[src/rtl/iram_pkg.sv]
// Shared types, address constants and helpers for the internal RAM access arbiter.
package iram_pkg;

    typedef enum logic [2:0] {
        IDLE = 3'd0,
        CMD  = 3'd1,
        CAP  = 3'd2,
        WB   = 3'd3,
        DONE = 3'd4
    } iram_state_t;

    typedef enum logic {
        REQ_CPU = 1'b0,
        REQ_DBG = 1'b1
    } requester_t;

    // Bit addresses at or above this value map onto bit-addressable SFRs.
    localparam logic [7:0] SFR_BASE      = 8'h80;
    // First byte of the bit-addressable RAM area (20h-2Fh).
    localparam logic [7:0] BIT_AREA_BASE = 8'h20;

    // Returns byte_in with bit idx replaced by val.
    function automatic logic [7:0] replace_bit(input logic [7:0] byte_in,
                                               input logic [2:0] idx,
                                               input logic       val);
        logic [7:0] result;
        result      = byte_in;
        result[idx] = val;
        return result;
    endfunction

endpackage

[src/rtl/iram_bit_map.sv]
// 8051 bit-address decode: turns a (bit or byte) address into a RAM byte address
// and a bit index within that byte.
module iram_bit_map
    import iram_pkg::*;
(
    input  logic       is_bit,
    input  logic [7:0] addr,
    output logic [7:0] byte_addr,
    output logic [2:0] bit_idx
);

    // Low bit addresses land in the 20h-2Fh bit area; high ones on 8-aligned SFRs.
    always_comb begin
        byte_addr = addr;
        bit_idx   = addr[2:0];
        if (is_bit) begin
            if (addr < SFR_BASE) begin
                byte_addr = BIT_AREA_BASE + {4'b0000, addr[6:3]};
            end else begin
                byte_addr = {addr[7:3], 3'b000};
            end
        end
    end

endmodule

[src/rtl/iram_access_arbiter.sv]
// Shares the single-port internal RAM/SFR array between the CPU and the debug port.
// Serves one access at a time, decodes bit addresses, and turns bit writes into
// a read-modify-write of the containing byte.
//
// state | meaning
// IDLE  | sample requests, arbitrate, latch winner's command
// CMD   | issue RAM strobe (read, or write for byte writes)
// CAP   | capture RAM read data; for bit writes build the modified byte
// WB    | write the modified byte back (bit writes only)
// DONE  | one-cycle ack to the granted requester
module iram_access_arbiter
    import iram_pkg::*;
#(
    parameter int unsigned STARVE_LIMIT = 8,
    parameter int unsigned ADDR_W       = 8
) (
    input  logic              clock,
    input  logic              reset,

    input  logic              cpu_req,
    input  logic              cpu_we,
    input  logic              cpu_is_bit,
    input  logic [ADDR_W-1:0] cpu_addr,
    input  logic [7:0]        cpu_wdata,
    input  logic              cpu_wbit,
    output logic              cpu_ack,

    input  logic              dbg_req,
    input  logic              dbg_we,
    input  logic              dbg_is_bit,
    input  logic [ADDR_W-1:0] dbg_addr,
    input  logic [7:0]        dbg_wdata,
    input  logic              dbg_wbit,
    output logic              dbg_ack,

    output logic [7:0]        rdata,
    output logic              rbit,

    output logic [ADDR_W-1:0] ram_addr,
    output logic              ram_rd,
    output logic              ram_wr,
    output logic [7:0]        ram_wdata,
    input  logic [7:0]        ram_rdata,

    output logic              busy
);

    localparam logic [7:0] LIMIT = 8'(STARVE_LIMIT);

    iram_state_t state;
    iram_state_t next_state;

    requester_t  owner;
    logic        lat_we;
    logic        lat_is_bit;
    logic        lat_wbit;
    logic [2:0]  lat_bit;
    logic [7:0]  starve_cnt;

    logic        grant_cpu;
    logic        grant_dbg;
    logic        grant_any;

    logic        sel_we;
    logic        sel_is_bit;
    logic [7:0]  sel_addr;
    logic [7:0]  sel_wdata;
    logic        sel_wbit;
    logic [7:0]  map_byte;
    logic [2:0]  map_bit;

    logic        ram_rd_d;
    logic        ram_wr_d;
    logic [7:0]  ram_wdata_d;
    logic [7:0]  ram_addr_d;
    logic        cpu_ack_d;
    logic        dbg_ack_d;
    logic [7:0]  rdata_d;
    logic        rbit_d;

    assign busy = (state != IDLE);

    // Arbitration: CPU first, unless debug has been starved for LIMIT CPU grants.
    always_comb begin
        grant_dbg = (state == IDLE) && dbg_req && (!cpu_req || (starve_cnt == LIMIT));
        grant_cpu = (state == IDLE) && cpu_req && !grant_dbg;
        grant_any = grant_cpu || grant_dbg;
    end

    // Route the winning requester's command towards the decoder and latches.
    always_comb begin
        sel_we     = grant_dbg ? dbg_we     : cpu_we;
        sel_is_bit = grant_dbg ? dbg_is_bit : cpu_is_bit;
        sel_addr   = grant_dbg ? dbg_addr   : cpu_addr;
        sel_wdata  = grant_dbg ? dbg_wdata  : cpu_wdata;
        sel_wbit   = grant_dbg ? dbg_wbit   : cpu_wbit;
    end

    iram_bit_map u_bit_map (
        .is_bit    (sel_is_bit),
        .addr      (sel_addr),
        .byte_addr (map_byte),
        .bit_idx   (map_bit)
    );

    // State register.
    always_ff @(posedge clock or posedge reset) begin
        if (reset) begin
            state <= IDLE;
        end else begin
            state <= next_state;
        end
    end

    // Next-state logic; only bit writes take the CAP -> WB path.
    always_comb begin
        next_state = state;
        case (state)
            IDLE: if (grant_any) next_state = CMD;
            CMD:  next_state = (lat_we && !lat_is_bit) ? DONE : CAP;
            CAP:  next_state = lat_we ? WB : DONE;
            WB:   next_state = DONE;
            DONE: next_state = IDLE;
            default: next_state = IDLE;
        endcase
    end

    // Output decode: values the registered outputs take in the upcoming state.
    always_comb begin
        ram_rd_d    = 1'b0;
        ram_wr_d    = 1'b0;
        ram_wdata_d = 8'h00;
        ram_addr_d  = ram_addr;
        cpu_ack_d   = 1'b0;
        dbg_ack_d   = 1'b0;
        rdata_d     = rdata;
        rbit_d      = rbit;

        if (grant_any) begin
            ram_addr_d = map_byte;
            if (sel_we && !sel_is_bit) begin
                ram_wr_d    = 1'b1;
                ram_wdata_d = sel_wdata;
            end else begin
                ram_rd_d    = 1'b1;
            end
        end

        if (next_state == WB) begin
            ram_wr_d    = 1'b1;
            ram_wdata_d = replace_bit(ram_rdata, lat_bit, lat_wbit);
        end

        if (state == CAP && !lat_we) begin
            rdata_d = ram_rdata;
            if (lat_is_bit) rbit_d = ram_rdata[lat_bit];
        end

        if (next_state == DONE) begin
            cpu_ack_d = (owner == REQ_CPU);
            dbg_ack_d = (owner == REQ_DBG);
        end
    end

    // Registered outputs so RAM strobes and acks are glitch-free.
    always_ff @(posedge clock or posedge reset) begin
        if (reset) begin
            ram_rd    <= 1'b0;
            ram_wr    <= 1'b0;
            ram_wdata <= 8'h00;
            ram_addr  <= '0;
            cpu_ack   <= 1'b0;
            dbg_ack   <= 1'b0;
            rdata     <= 8'h00;
            rbit      <= 1'b0;
        end else begin
            ram_rd    <= ram_rd_d;
            ram_wr    <= ram_wr_d;
            ram_wdata <= ram_wdata_d;
            ram_addr  <= ram_addr_d;
            cpu_ack   <= cpu_ack_d;
            dbg_ack   <= dbg_ack_d;
            rdata     <= rdata_d;
            rbit      <= rbit_d;
        end
    end

    // Latch the winner's command on grant; the requester may change inputs after ack.
    always_ff @(posedge clock or posedge reset) begin
        if (reset) begin
            owner      <= REQ_CPU;
            lat_we     <= 1'b0;
            lat_is_bit <= 1'b0;
            lat_wbit   <= 1'b0;
            lat_bit    <= 3'd0;
        end else if (grant_any) begin
            owner      <= grant_dbg ? REQ_DBG : REQ_CPU;
            lat_we     <= sel_we;
            lat_is_bit <= sel_is_bit;
            lat_wbit   <= sel_wbit;
            lat_bit    <= map_bit;
        end
    end

    // Starvation counter: counts CPU wins over a waiting debug request.
    always_ff @(posedge clock or posedge reset) begin
        if (reset) begin
            starve_cnt <= 8'd0;
        end else if (state == IDLE) begin
            if (!dbg_req || grant_dbg) begin
                starve_cnt <= 8'd0;
            end else if (grant_cpu) begin
                starve_cnt <= starve_cnt + 8'd1;
            end
        end
    end

endmodule

[config.mk]
export PLATFORM = sky130hd
export DESIGN_NAME = iram_access_arbiter
export DESIGN_NICKNAME = d
export VERILOG_FILES = /design/src/rtl/iram_pkg.sv /design/src/rtl/iram_bit_map.sv /design/src/rtl/iram_access_arbiter.sv
export SDC_FILE = /design/constraint.sdc
export NUM_CORES = 1
export LEC_CHECK = 0
export CORE_MARGIN = 4
export CORE_UTILIZATION = 45
export CTS_BUF_LIST = sky130_fd_sc_hd__clkbuf_4
export CTS_CLUSTER_SIZE = 14
export DETAILED_ROUTE_END_ITERATION = 8
export PLACE_DENSITY = 0.78
export SLEW_MARGIN = 10
export SYNTH_ARGS = -nofsm -noshare
export SYNTH_HDL_FRONTEND = slang
export SYNTH_SLANG_ARGS = --single-unit
export TNS_END_PERCENT = 20
[constraint.sdc]
create_clock -name clock -period 2.4 [get_ports clock]
set_clock_uncertainty 0.15 [all_clocks]
set_input_delay 0.24 -clock clock [delete_from_list [all_inputs] [get_ports clock]]
set_output_delay 0.24 -clock clock [all_outputs]
set_load 0.02 [all_outputs]
Word level (Yosys, flattened, before mapping)
Cells that the tools add are included.
{ "op_classes": {"add_sub_neg": 2, "magnitude_cmp": 3, "eq_ne": 6, "mux": 29, "n_bitwise": 1, "reduce_logical": 22} }
{ "ops": {"columns": ["operator", "count"], "rows": [
  ["$mux W8", 9],
  ["$mux W1", 13],
  ["$pmux W3 S4", 1],
  ["$eq A3 B2 Y1 const B", 3],
  ["$mux W3", 3],
  ["$add A8 B1 Y8 const B", 1],
  ["$bwmux W8", 1],
  ["$eq A8 B4 Y1 const B", 1],
  ["$logic_and A1 B1 Y1", 8],
  ["$lt A8 B8 Y1 const B", 1],
  ["$add A6 B4 Y7 const A", 1],
  ["$logic_not A1 Y1", 6],
  ["$lt A3 B4 Y1 const B", 1],
  ["$reduce_and A2 Y1", 2],
  ["$bmux W1 S3", 1],
  ["$demux W1 S3", 1],
  ["$eq A3 B1 Y1 const B", 1],
  ["$eq A3 B3 Y1 const B", 1],
  ["$ge A3 B1 Y1 const B", 1],
  ["$logic_not A3 Y1", 1],
  ["$logic_or A1 B1 Y1", 3],
  ["$reduce_bool A3 Y1", 1],
  ["$reduce_bool A2 Y1", 1],
  ["$not A1 Y1", 1]
]} }
{ "word_totals": {"register_bits": 47, "output_inout_bits": 30, "word_cells": 78} }

Logic depth before layout (Yosys ltp)
Gate-level depths: netlist of run 1.
{ "depth": {"word_depth": 10, "mapped_depth": 8, "ltp_nobuf": 7} }

By module
A second synthesis of run 1 with hierarchy kept.
{ "hier_totals": {"hier_cells": 304, "hier_area_um2": 2946.6} }
{ "modules_own_cells": {"columns": ["module", "instances", "cells_per_inst", "area_per_inst_um2"], "rows": [
  ["iram_access_arbiter", 1, 286, 2827.7],
  ["iram_bit_map", 1, 18, 118.9]
]} }

Worst setup path before layout of run 1
Ideal clock, no wire load.
{ "synth_timing": {"path_type": "reg2reg", "from": "reg starve_cnt[5]", "to": "reg ram_addr[4]", "setup_time_ns": 0.126, "t_arrival_ns": 1.793, "required_ns": 2.124, "slack_ns": 0.331, "path_stages_with_launch": 7, "period_less_slack_ns": 2.069, "path_cell_list": "dfrtp_1 -> or4_4 -> o21ai_4 -> and3_4 -> buf_6 -> nor4_1 -> a221o_1"} }
{ "synth_between": {"elab_chain_len": 7, "word_cells_on_any_way": 12, "cone_classes": "add/sub (1); order compare (1); eq/ne (1); mux (4); reduce/logical (5)"} }
{ "synth_lines": {"columns": ["item", "line", "rtl"], "rows": [
  ["start: declaration", "iram_access_arbiter.sv:58", "logic [7:0] starve_cnt;"],
  ["start signal: assignment", "iram_access_arbiter.sv:213", "starve_cnt <= starve_cnt + 8'd1;"],
  ["$eq A8 B4 Y1 (*)", "iram_access_arbiter.sv:85", "grant_dbg = (state == IDLE) && dbg_req && (!cpu_req || (starve_cnt == LIMIT));"],
  ["$logic_or A1 B1 Y1 (*)", "iram_access_arbiter.sv:85", null],
  ["$logic_and A1 B1 Y1 (*)", "iram_access_arbiter.sv:85", null],
  ["$mux W8", "iram_access_arbiter.sv:94", "sel_addr = grant_dbg ? dbg_addr : cpu_addr;"],
  ["$lt A8 B8 Y1 or $add A6 B4 Y7 (tied branches)", "iram_bit_map.sv:17, iram_bit_map.sv:18", null],
  ["$mux W8", "iram_bit_map.sv:17", "if (addr < SFR_BASE) begin"],
  ["$mux W8", "iram_bit_map.sv:16", "if (is_bit) begin"],
  ["end signal: assignment", "iram_access_arbiter.sv:180", "ram_addr <= ram_addr_d;"],
  ["end: declaration", "iram_access_arbiter.sv:39", "output logic [ADDR_W-1:0] ram_addr,"]
]} }
Mark *: on every way between the ends. The rest lies on a longest branch, timed or not.
A chain may end at the register's enable or synchronous reset.

Worst setup path after layout of run 1
{ "layout_timing": {"from": "reg state[0]", "to": "out busy"} }
{ "layout_between": {"elab_chain_len": 1} }
{ "layout_lines": {"columns": ["item", "line", "rtl"], "rows": [
  ["start: declaration", "iram_access_arbiter.sv:50", "iram_state_t state;"],
  ["start signal: assignment", "iram_access_arbiter.sv:111", "state <= next_state;"],
  ["$reduce_bool A3 Y1", "iram_access_arbiter.sv:81", "assign busy = (state != IDLE);"],
  ["end: declaration", "iram_access_arbiter.sv:45", "output logic busy"]
]} }
Every way passes these cells.

==> results of run 1 <==
## worst max-delay path by stage
stage,from,endpoint,slack [ns],cells past startpoint
3_3_place_gp,starve_cnt[5]$_DFFE_PP0P_,ram_addr[5]$_DFFE_PP0P_,0.29,5
6_report,state[0]$_DFF_PP0_,busy,0.19,3
3_5_place_dp,starve_cnt[5]$_DFFE_PP0P_,ram_wdata[6]$_DFF_PP0_,0.23,5
2_1_floorplan,starve_cnt[5]$_DFFE_PP0P_,ram_addr[4]$_DFFE_PP0P_,0.33,6
4_1_cts,state[0]$_DFF_PP0_,busy,0.16,3
5_1_grt,starve_cnt[5]$_DFFE_PP0P_,ram_wdata[3]$_DFF_PP0_,0.05,4
## layout make-up
| type | instances | area share |
|---|---|---|
| Tap cell | 70 | 0.02543 |
| Timing Repair Buffer | 90 | 0.2535 |
| Clock inverter | 2 | 0.003632 |
| Sequential cell | 47 | 0.3414 |
| Multi-Input combinational cell | 170 | 0.3476 |
| Inverter | 14 | 0.01526 |
| Clock buffer | 6 | 0.01308 |
## cells by family after synthesis
kind of cell               after synthesis
muxes                                   33
buffers and inverters                   28
AOI/OAI and AO/OA                       59
and+or+nand+nor                         76
DFF                                     47
adders and majority gates                2
## tightest hold or removal path: stages
cell and delay, ns:
clkdlybuf4s50_1 0.41, inv_2 0.05, buf_4 0.47
## per-stage QoR
stage                     std cells  total power, mW  hold slack [ns]  cell area (um2)  worst slack [ns]
after floorplan                 245            2.336           0.1918             2502            0.3312
after global placement          391            3.006           0.3186             3387            0.2881
after detailed placement        391            3.044           0.3158             3387            0.2289
after CTS                       399            3.427           0.1902             3445            0.1609
after global routing            399            3.647           0.2237             3445           0.04899
final                           399            3.404           0.1785             3445            0.1869
## sequential cells by signal, summed over array words and instances, names as in the netlist
| signal | cells |
|---|---|
| state | 3 |
| lat_is_bit | 1 |
| ram_rd | 1 |
| rbit | 1 |
| lat_we | 1 |
| ram_addr | 8 |
| lat_wbit | 1 |
| rdata | 8 |
| ram_wr | 1 |
| owner | 1 |
| dbg_ack | 1 |
| starve_cnt | 8 |
| cpu_ack | 1 |
| lat_bit | 3 |
| ram_wdata | 8 |
## placed cells by master (no fill, tap or decap), drive strengths merged, types with 2 or more instances in the layout
master         Yosys  routed
clkbuf             7       6
nor3b              4       4
nand2             25      25
nand3b             2       2
a31oi              2       2
nor2b              3       3
o311ai             2       2
mux2               8       8
nor4               5       5
ha                 2       2
nand3              4       4
nor2              10      10
inv               14      14
and3               6       6
a221o              4       4
a211o              2       2
o31ai              4       4
mux2i             25      25
dfrtp             47      47
a221oi             4       4
o22ai             10      10
nor3               7       7
a21oi              4       4
o21ai             16      16
a22oi              6       6
clkdlybuf4s50      0      79
buf                7      11
nand2b             4       4
## metal layers
layer,vias up,GRT usage
li1,1069,-
met1,1023,0.2647
met2,92,0.3205
met3,9,0.04881
met4,0,0.06373
met5,-,0
## report_power, final
| part | switching, mW | internal [mW] | total [mW] |
|---|---|---|---|
| clock network | 0.253 | 0.125 | 0.378 |
| logic | 0.838 | 0.848 | 1.69 |
| registers | 0.273 | 1.07 | 1.34 |
| total | 1.36 | 2.04 | 3.40 |
==> impl_metrics.json, run 1 <==
{
  "synthMuxAreaShare": 0.1360,
  "worstMarginPinSlew_ns": 0.5666,
  "core_area_um2": 5238,
  "min_path_type": "in2async",
  "synth_edf_count": 0,
  "grtUsageTotal": 0.1993,
  "die_x_um": 82.57,
  "synth_top_area_cell": "dfrtp_1",
  "fin_util": 0.6577,
  "crit_path_end_kind": "output pin",
  "numCtsBuffers": 5,
  "yosysUniqueCellTypes": 46,
  "synth_top_area_frac": 0.4700,
  "async_flop_share": 1.000,
  "rsz0062_at_grt": "no",
  "synth_top_family_by_area": "compound AO/OA/AOI/OAI gates",
  "synthSimpleGateAreaFrac": 0.1645,
  "critPathRequiredTime_ns": 2.01,
  "clk_pin_slew_worst_paths_ns": 0.14,
  "cts-root-buf": "clkbuf_4",
  "fmax_mhz": 451.9,
  "leakage_nw": 1.525,
  "synthTopCellsByArea": "dfrtp_1, mux2i_1, nand2_1",
  "finalSetupViolCount": 0,
  "drt_iter0_markers": 87,
  "wl_um": 6436,
  "grt_pass1_vias": 2181,
  "ys_seq_area_frac": 0.4700,
  "final_max_slew_viol_count": 0,
  "cts_tree": "built",
  "insertion_delay_ns": 0.36,
  "grt_start_max_net_pins": 48,
  "cts.htree.levels": 2,
  "initial_core_util": 0.4778,
  "slew_headroom": 0.6222,
  "cp_max_fo": 9,
  "dp_hpwl_um": 4873,
  "dieArea_um2": 6818,
  "gp_congestion": 0.8642,
  "status": "finished, final reports clean",
  "vias": 2193,
  "cp_slowest_cell": "clkdlybuf4s50_1",
  "fin_setup_tns_ns": 0,
  "synth_xor_area_frac": 0,
  "avgSynthCellArea_um2": 10.21,
  "antenna_found_initial": 0,
  "dr.pass1.iters": 4,
  "synth_nets": 297,
  "path_cells": "nor3_2 -> inv_1 -> clkdlybuf4s50_1",
  "clockBufferDepth": 2,
  "n_fill_cell": 433,
  "multi_input_area_um2": 1197,
  "io_pins": 80,
  "period_share": 0.9221,
  "rr_startpoint": "starve_cnt[5]$_DFFE_PP0P_",
  "cts_setup_buffers": 0,
  "grt_pass1_wl_um": 10400,
  "startpoint_type": "flip-flop",
  "synth_ff_type": "dfrtp_1",
  "synth_warnings": 0,
  "io_buffers": 79,
  "fp.dieH_um": 82.57,
  "antenna-diode-count": 0,
  "overflow": 0,
  "highest_layer": "met4",
  "max-vdd-ir-drop_uv": 717.3,
  "p_per_area_nw_per_um2": 988.1,
  "r2r_end": "ram_addr[0]$_DFFE_PP0P_",
  "timing.final.hold_violations": 0,
  "cpLargestDelayFamily": "buffers and inverters",
  "max_stage_delay_ns": 0.58,
  "worstSetupPathType": "reg2out",
  "drive_gt1_frac": 0.1125,
  "remaining_drc_errors": 0,
  "r2r_setup_slack_ns": 0.23,
  "netlist_area_um2": 2502,
  "syn_inst": 245,
  "critPathBufInv": 2,
  "wl_per_cell_um": 16.13,
  "layout.nets": 380,
  "hold_buffers": 0,
  "period_minus_slack_ns": 2.213,
  "route.met2.wl_um": 2996,
  "ys_ff_latch": 47,
  "worstPathArrival_ns": 1.82,
  "maxCapViolations": 0,
  "cts.sinks": 47,
  "vias_per_cell": 5.496,
  "synth_compound_area_frac": 0.1665,
  "layout.area.seq_um2": 1176,
  "wl_met1_um": 2852,
  "ant_nets": 0,
  "routed-wl-met3_um": 479,
  "synthAdderAreaFrac": 0.01000,
  "yosysMostFrequentCell": "dfrtp_1",
  "syn2layout_area_growth_pct": 37.65,
  "r2r_cells": 6,
  "row_count": 26,
  "cts-resized-gates": 0,
  "ys_top_cells_by_count": "dfrtp_1, mux2i_1, nand2_1"
}
No activity file was read; power rests on OpenSTA's default activity.
==> inputs of run 2 (changes only) <==
--- a/config.mk
+++ b/config.mk
@@ -5,12 +5,12 @@
 export SDC_FILE = /design/constraint.sdc
 export NUM_CORES = 1
 export LEC_CHECK = 0
+export ABC_AREA = 1
 export CORE_MARGIN = 4
-export CORE_UTILIZATION = 45
+export CORE_UTILIZATION = 35
 export CTS_BUF_LIST = sky130_fd_sc_hd__clkbuf_4
 export CTS_CLUSTER_SIZE = 14
 export DETAILED_ROUTE_END_ITERATION = 8
-export PLACE_DENSITY = 0.78
 export SLEW_MARGIN = 10
 export SYNTH_ARGS = -nofsm -noshare
 export SYNTH_HDL_FRONTEND = slang
==> impl_metrics.json, run 2 <==
{
  "dp_slack_ns": 0.3579,
  "timing.final.hold_violations": 0,
  "dp_hpwl_um": 4785,
  "cp_slowest_cell": "dfrtp_1",
  "synthTopCellsByArea": "dfrtp_1, nand2_1, nand3_1",
  "clockBufferDepth": 2,
  "cts-root-buf": "clkbuf_4",
  "final_max_slew_viol_count": 0,
  "critPathBufInv": 1,
  "pwr-share-comb": 0.489,
  "crit_start": "starve_cnt[0]$_DFFE_PP0P_",
  "worst_slack_ns": 0.3266,
  "placed_cell_area_um2": 3400,
  "gp_congestion": 0.8283,
  "die_x_um": 92.73,
  "fin_setup_tns_ns": 0,
  "period_share": 0.8639,
  "grt_pass1_vias": 2142,
  "p_int_mw": 2.134,
  "max-vdd-ir-drop_uv": 396.4,
  "slew_headroom": 0.6384,
  "fp.dieH_um": 92.73,
  "yosysUniqueCellTypes": 34,
  "vias": 2265,
  "design_area_um2": 3505,
  "period_minus_slack_ns": 2.073,
  "seq_power_share": 0.349,
  "antenna-diode-count": 0,
  "cp_common_cell": "nand2_1",
  "dr.pass1.iters": 4,
  "worstPathArrival_ns": 2.17,
  "ys_ff_latch": 47,
  "wl_um": 6052,
  "grt_pass1_wl_um": 10180,
  "synth_nets": 375,
  "synth_top_area_cell": "dfrtp_1",
  "finalSetupViolCount": 0,
  "leakage_nw": 1.698,
  "ys_top_cells_by_count": "nand2_1, dfrtp_1, inv_1",
  "fin_util": 0.5102,
  "core_area_um2": 6869,
  "io_pins": 80,
  "syn_inst": 323,
  "pwr-share-clk": 0.162,
  "cts.htree.levels": 2,
  "rr_startpoint": "starve_cnt[0]$_DFFE_PP0P_",
  "max_stage_delay_ns": 0.45,
  "cts_tree": "built",
  "cp_max_fo": 24,
  "syn2layout_area_growth_pct": 39.49,
  "dieArea_um2": 8598,
  "rsz0062_at_grt": "no",
  "io_buffers": 79,
  "cts.sinks": 47,
  "dpl.cell_count": 495,
  "hold_buffers": 0,
  "layout_common_cells": "nand2_1, clkdlybuf4s50_1, dfrtp_1",
  "fmax_mhz": 482.3,
  "drive_gt1_frac": 0.08845,
  "crit_path_end_kind": "flip-flop",
  "worstMarginPinSlew_ns": 0.5417,
  "ant_nets": 0,
  "antenna_found_initial": 0,
  "synth_ff_type": "dfrtp_1",
  "cpLargestDelayFamily": "compound AO/OA/AOI/OAI gates",
  "min_path_type": "in2async",
  "numCtsBuffers": 5,
  "final_common_cell": "nand2_1",
  "overflow": 0,
  "avgSynthCellArea_um2": 7.778,
  "maxCapViolations": 0,
  "remaining_drc_errors": 0,
  "ys_seq_area_frac": 0.4681,
  "n_fill_cell": 696,
  "startpoint_type": "flip-flop",
  "synth_edf_count": 0,
  "critPathRequiredTime_ns": 2.50,
  "cts-resized-gates": 0,
  "p_per_area_nw_per_um2": 1030,
  "stdcell_count": 503,
  "status": "finished, final reports clean",
  "grtUsageTotal": 0.1478,
  "swShare": 0.4087,
  "hold_slack_ns": 0.07671,
  "synth_warnings": 0,
  "layout.nets": 458,
  "initial_core_util": 0.3658,
  "drt_iter0_markers": 79,
  "worstSetupPathType": "reg2reg",
  "vias_per_cell": 4.503,
  "yosysMostFrequentCell": "nand2_1",
  "power_mw": 3.609,
  "grt_start_max_net_pins": 28,
  "synth_top_area_frac": 0.4681,
  "clk_pin_slew_worst_paths_ns": 0.14,
  "path_cells": "inv_1 -> ha_1 -> nand3_2 -> o21ai_4 -> nand2_4 -> o21ai_2 -> nor2_8 -> nand2_1 -> nand2_1",
  "row_count": 30,
  "p_sw_mw": 1.475,
  "netlist_area_um2": 2512,
  "async_flop_share": 1.000,
  "insertion_delay_ns": 0.36,
  "wl_per_cell_um": 12.03,
  "cts_setup_buffers": 0
}
run 2: cell types whose count changed after synthesis, moves of 5 or more:
cell | before | now
nor2_1 | 10 | 20
and3_1 | 5 | 0
o22ai_1 | 10 | 5
nand3_1 | 3 | 32
o21ai_0 | 14 | 28
nand2_1 | 25 | 101
mux2_2 | 8 | 0
inv_2 | 0 | 5
mux2i_1 | 25 | 0
clkbuf_1 | 7 | 2
inv_1 | 14 | 37
a22oi_1 | 6 | 1
run 2: worst paths after layout:
path,depth (start not counted),endpoint,slack [ns]
setup / recovery,9,ram_wr$_DFF_PP0_,0.33
hold / removal,2,dbg_ack$_DFF_PP0_,0.08
setup reg to reg,9,ram_wr$_DFF_PP0_,0.33
hold reg to reg,1,cpu_ack$_DFF_PP0_,0.33
max in group asynchronous,3,lat_we$_DFFE_PP0P_,1.44
min in group clock,3,lat_wbit$_DFFE_PP0P_,0.33
run 2: cells by family after synthesis:
logic type | after synthesis | synth area share
XOR/XNOR | 2 | 0.006973
flip-flops | 47 | 0.4681
buffers and inverters | 50 | 0.08715
AO/OA/AOI/OAI | 47 | 0.1091
adder cells (fa/ha/maj) | 2 | 0.009959
AND/OR/NAND/NOR | 175 | 0.3187
run 2: power by group through the flow:
stage | Clock (mW) | Combinational, mW | Sequential, mW
after floorplan | 0 | 0.875 | 1.48
after global placement | 0 | 1.76 | 1.28
after detailed placement | 0 | 1.78 | 1.28
after CTS | 0.604 | 1.79 | 1.26
after global routing | 0.636 | 1.96 | 1.30
final | 0.585 | 1.77 | 1.26
run 2: layout make-up:
cell class,instances,area [um2],area share
clock buffers,5,37.54,0.01071
well taps,96,120.1,0.03427
repair buffers,84,828.3,0.2363
clock inverters,3,67.56,0.01928
inverters,42,157.7,0.04498
multi-input cells,226,1117,0.3188
flip-flops and latches,47,1176,0.3356
run 2: per-layer routing:
layer	vias up	track usage	share of wire
li1	1189	-	-
met1	1018	0.2047	0.47
met2	52	0.2296	0.46
met3	6	0.03249	0.051
met4	0	0.04884	0.016
met5	-	0	0
==> RTL change (settings of run 1) <==
Re-encode `iram_state_t` (5 states) as one-hot, 5 bits wide.
--- a/src/rtl/iram_pkg.sv
+++ b/src/rtl/iram_pkg.sv
@@ -1,12 +1,12 @@
 // Shared types, address constants and helpers for the internal RAM access arbiter.
 package iram_pkg;
 
-    typedef enum logic [2:0] {
-        IDLE = 3'd0,
-        CMD  = 3'd1,
-        CAP  = 3'd2,
-        WB   = 3'd3,
-        DONE = 3'd4
+    typedef enum logic [4:0] {
+        IDLE = 5'b00001,
+        CMD  = 5'b00010,
+        CAP  = 5'b00100,
+        WB   = 5'b01000,
+        DONE = 5'b10000
     } iram_state_t;
 
     typedef enum logic {
Check against the original RTL: no difference found for any inputs over 10 cycles, from zero or initial values and one cycle with reset high; not proved beyond that.
==> RTL change against run 1 <==
Power rose by 1.9%. Worst setup slack got worse by 0.079 ns. Highest routed layer unchanged. Area after synthesis up 1.5%. Sequential cell count is 2 higher. Final area rose by 3.0%. Via count is 3.4% higher. Routed wire length fell by 0.22%.
==> RTL change: results (changes against run 1) <==
metric;value;unit;change
largest cells by area after synthesis;dfrtp_1 47%, mux2i_1 10%, nand2_1 4.7%;;
Synth cell types;46;;unchanged
max incr delay on CP;0.58;ns;about the same
fraction of layout cells with a size suffix above 1;0.09913;;-0.01334
Inst Count DP;407;;+4.1%
Placement Cell Area;0.003495;mm²;+3.2%
vias in the first global route;2262;;+3.7%
Fill cells;432;;-0.23%
wirelength, routed;6422;µm;-0.22%
Syn Nets;307;;+3.4%
Pleak;1.603;nW;+5.2%
overall fraction of global-route tracks in use;0.1876;;-0.01176
Worst slew margin;0.6578;;+0.03556
post-synthesis mux area share;0.1468;;+0.01080
via/cell ratio;5.463;;-0.61%
nets;394;;+3.7%
maximum VDD drop;443.3;µV;-38%
compound-gate portion of the synthesized area;0.1493;;-0.01724
Critical Path AT;2.39;ns;+0.57 ns
first-pass GRT wire length;10650;µm;+2.5%
DR WL/cell;15.47;µm;-4.1%
Final HPWL DP;4976;µm;+2.1%
top cells by count, synth;48 x dfrtp_1, 32 x nand2_1, 26 x mux2i_1;;
critical path fanouts, max;11;;+2
Inserted Clock Buffers;5;;unchanged
sw frac;0.4034;;+0.002365
diode count;0;;unchanged
CP top delay family;simple AND/OR/NAND/NOR gates;;
Adder-Cell Fraction of Synth Area;0.009852;;-0.0001478
minimum clock period;2.292;ns;+0.07913 ns
post-synthesis sequential area ratio;0.4833;;+0.01325
drt initial violations;160;;+84%
largest net degree at the start of global routing;31;;-35%
status;finished clean;;
[RTL change: metrics by stage]
stage                     worst slack [ns]  hold WS (ns)
after floorplan                    0.05911        0.2377
after global placement              0.1596        0.3000
after detailed placement           0.08522        0.3055
after CTS                          0.06946       0.04760
after global routing               0.02022       0.05195
final                               0.1078       0.03068
[RTL change: kinds of logic (layout without fill, tap and decap cells)]
logic type	count (synthesis)	in the layout
AO/OA/AOI/OAI	59	59
multiplexers	36	36
buffers and inverters	20	108
flip-flops	49	49
AND/OR/NAND/NOR	89	89
adder cells (fa/ha/maj)	2	2
[RTL change: final timing paths]
path,from,end,slack (ns)
worst max-delay path,starve_cnt[4]$_DFFE_PP0P_,ram_addr[3]$_DFFE_PP0P_,0.11
worst min-delay path,reset,ram_wdata[2]$_DFF_PP0_,0.03
worst max register to register,starve_cnt[4]$_DFFE_PP0P_,ram_addr[3]$_DFFE_PP0P_,0.11
worst min register to register,owner$_DFFE_PP0P_,cpu_ack$_DFF_PP0_,0.33
max in group asynchronous,reset,ram_addr[3]$_DFFE_PP0P_,1.55
min in group clock,cpu_wbit,lat_wbit$_DFFE_PP0P_,0.29
[RTL change: power by group through the flow]
stage               combinational [mW]  clock, mW  sequential (mW)
global placement                  1.70          0             1.36
detailed placement                1.74          0             1.37
finish                            1.75      0.358             1.36
floorplan                        0.892          0             1.48
global route                      1.90      0.397             1.41
CTS                               1.75      0.367             1.36
[RTL change: final cells by class]
| cell class | instances | area (µm²) | area share |
|---|---|---|---|
| clock buffer | 5 | 37.54 | 0.01058 |
| clock inverter | 3 | 12.51 | 0.003527 |
| inverter | 10 | 37.54 | 0.01058 |
| multi-input combinational | 186 | 1231 | 0.3471 |
| sequential | 49 | 1227 | 0.3460 |
| tap | 72 | 90.09 | 0.02540 |
| timing repair buffer | 90 | 910.9 | 0.2568 |
[RTL change: repair_timing]
action                     in CTS  in global routing
hold endpoints to repair        0                  0
resized for setup               2                  1
setup endpoints to repair       1                  1
setup buffers                   0                  0
[RTL change: metal layers]
layer | GRT usage | share of wire | vias up | wire length [µm]
li1 | - | - | 1098 | -
met1 | 0.2623 | 0.45 | 1085 | 2876
met2 | 0.3017 | 0.49 | 80 | 3152
met3 | 0.03770 | 0.055 | 4 | 354
met4 | 0.04160 | 0.0062 | 0 | 40
met5 | 0 | 0 | - | 0
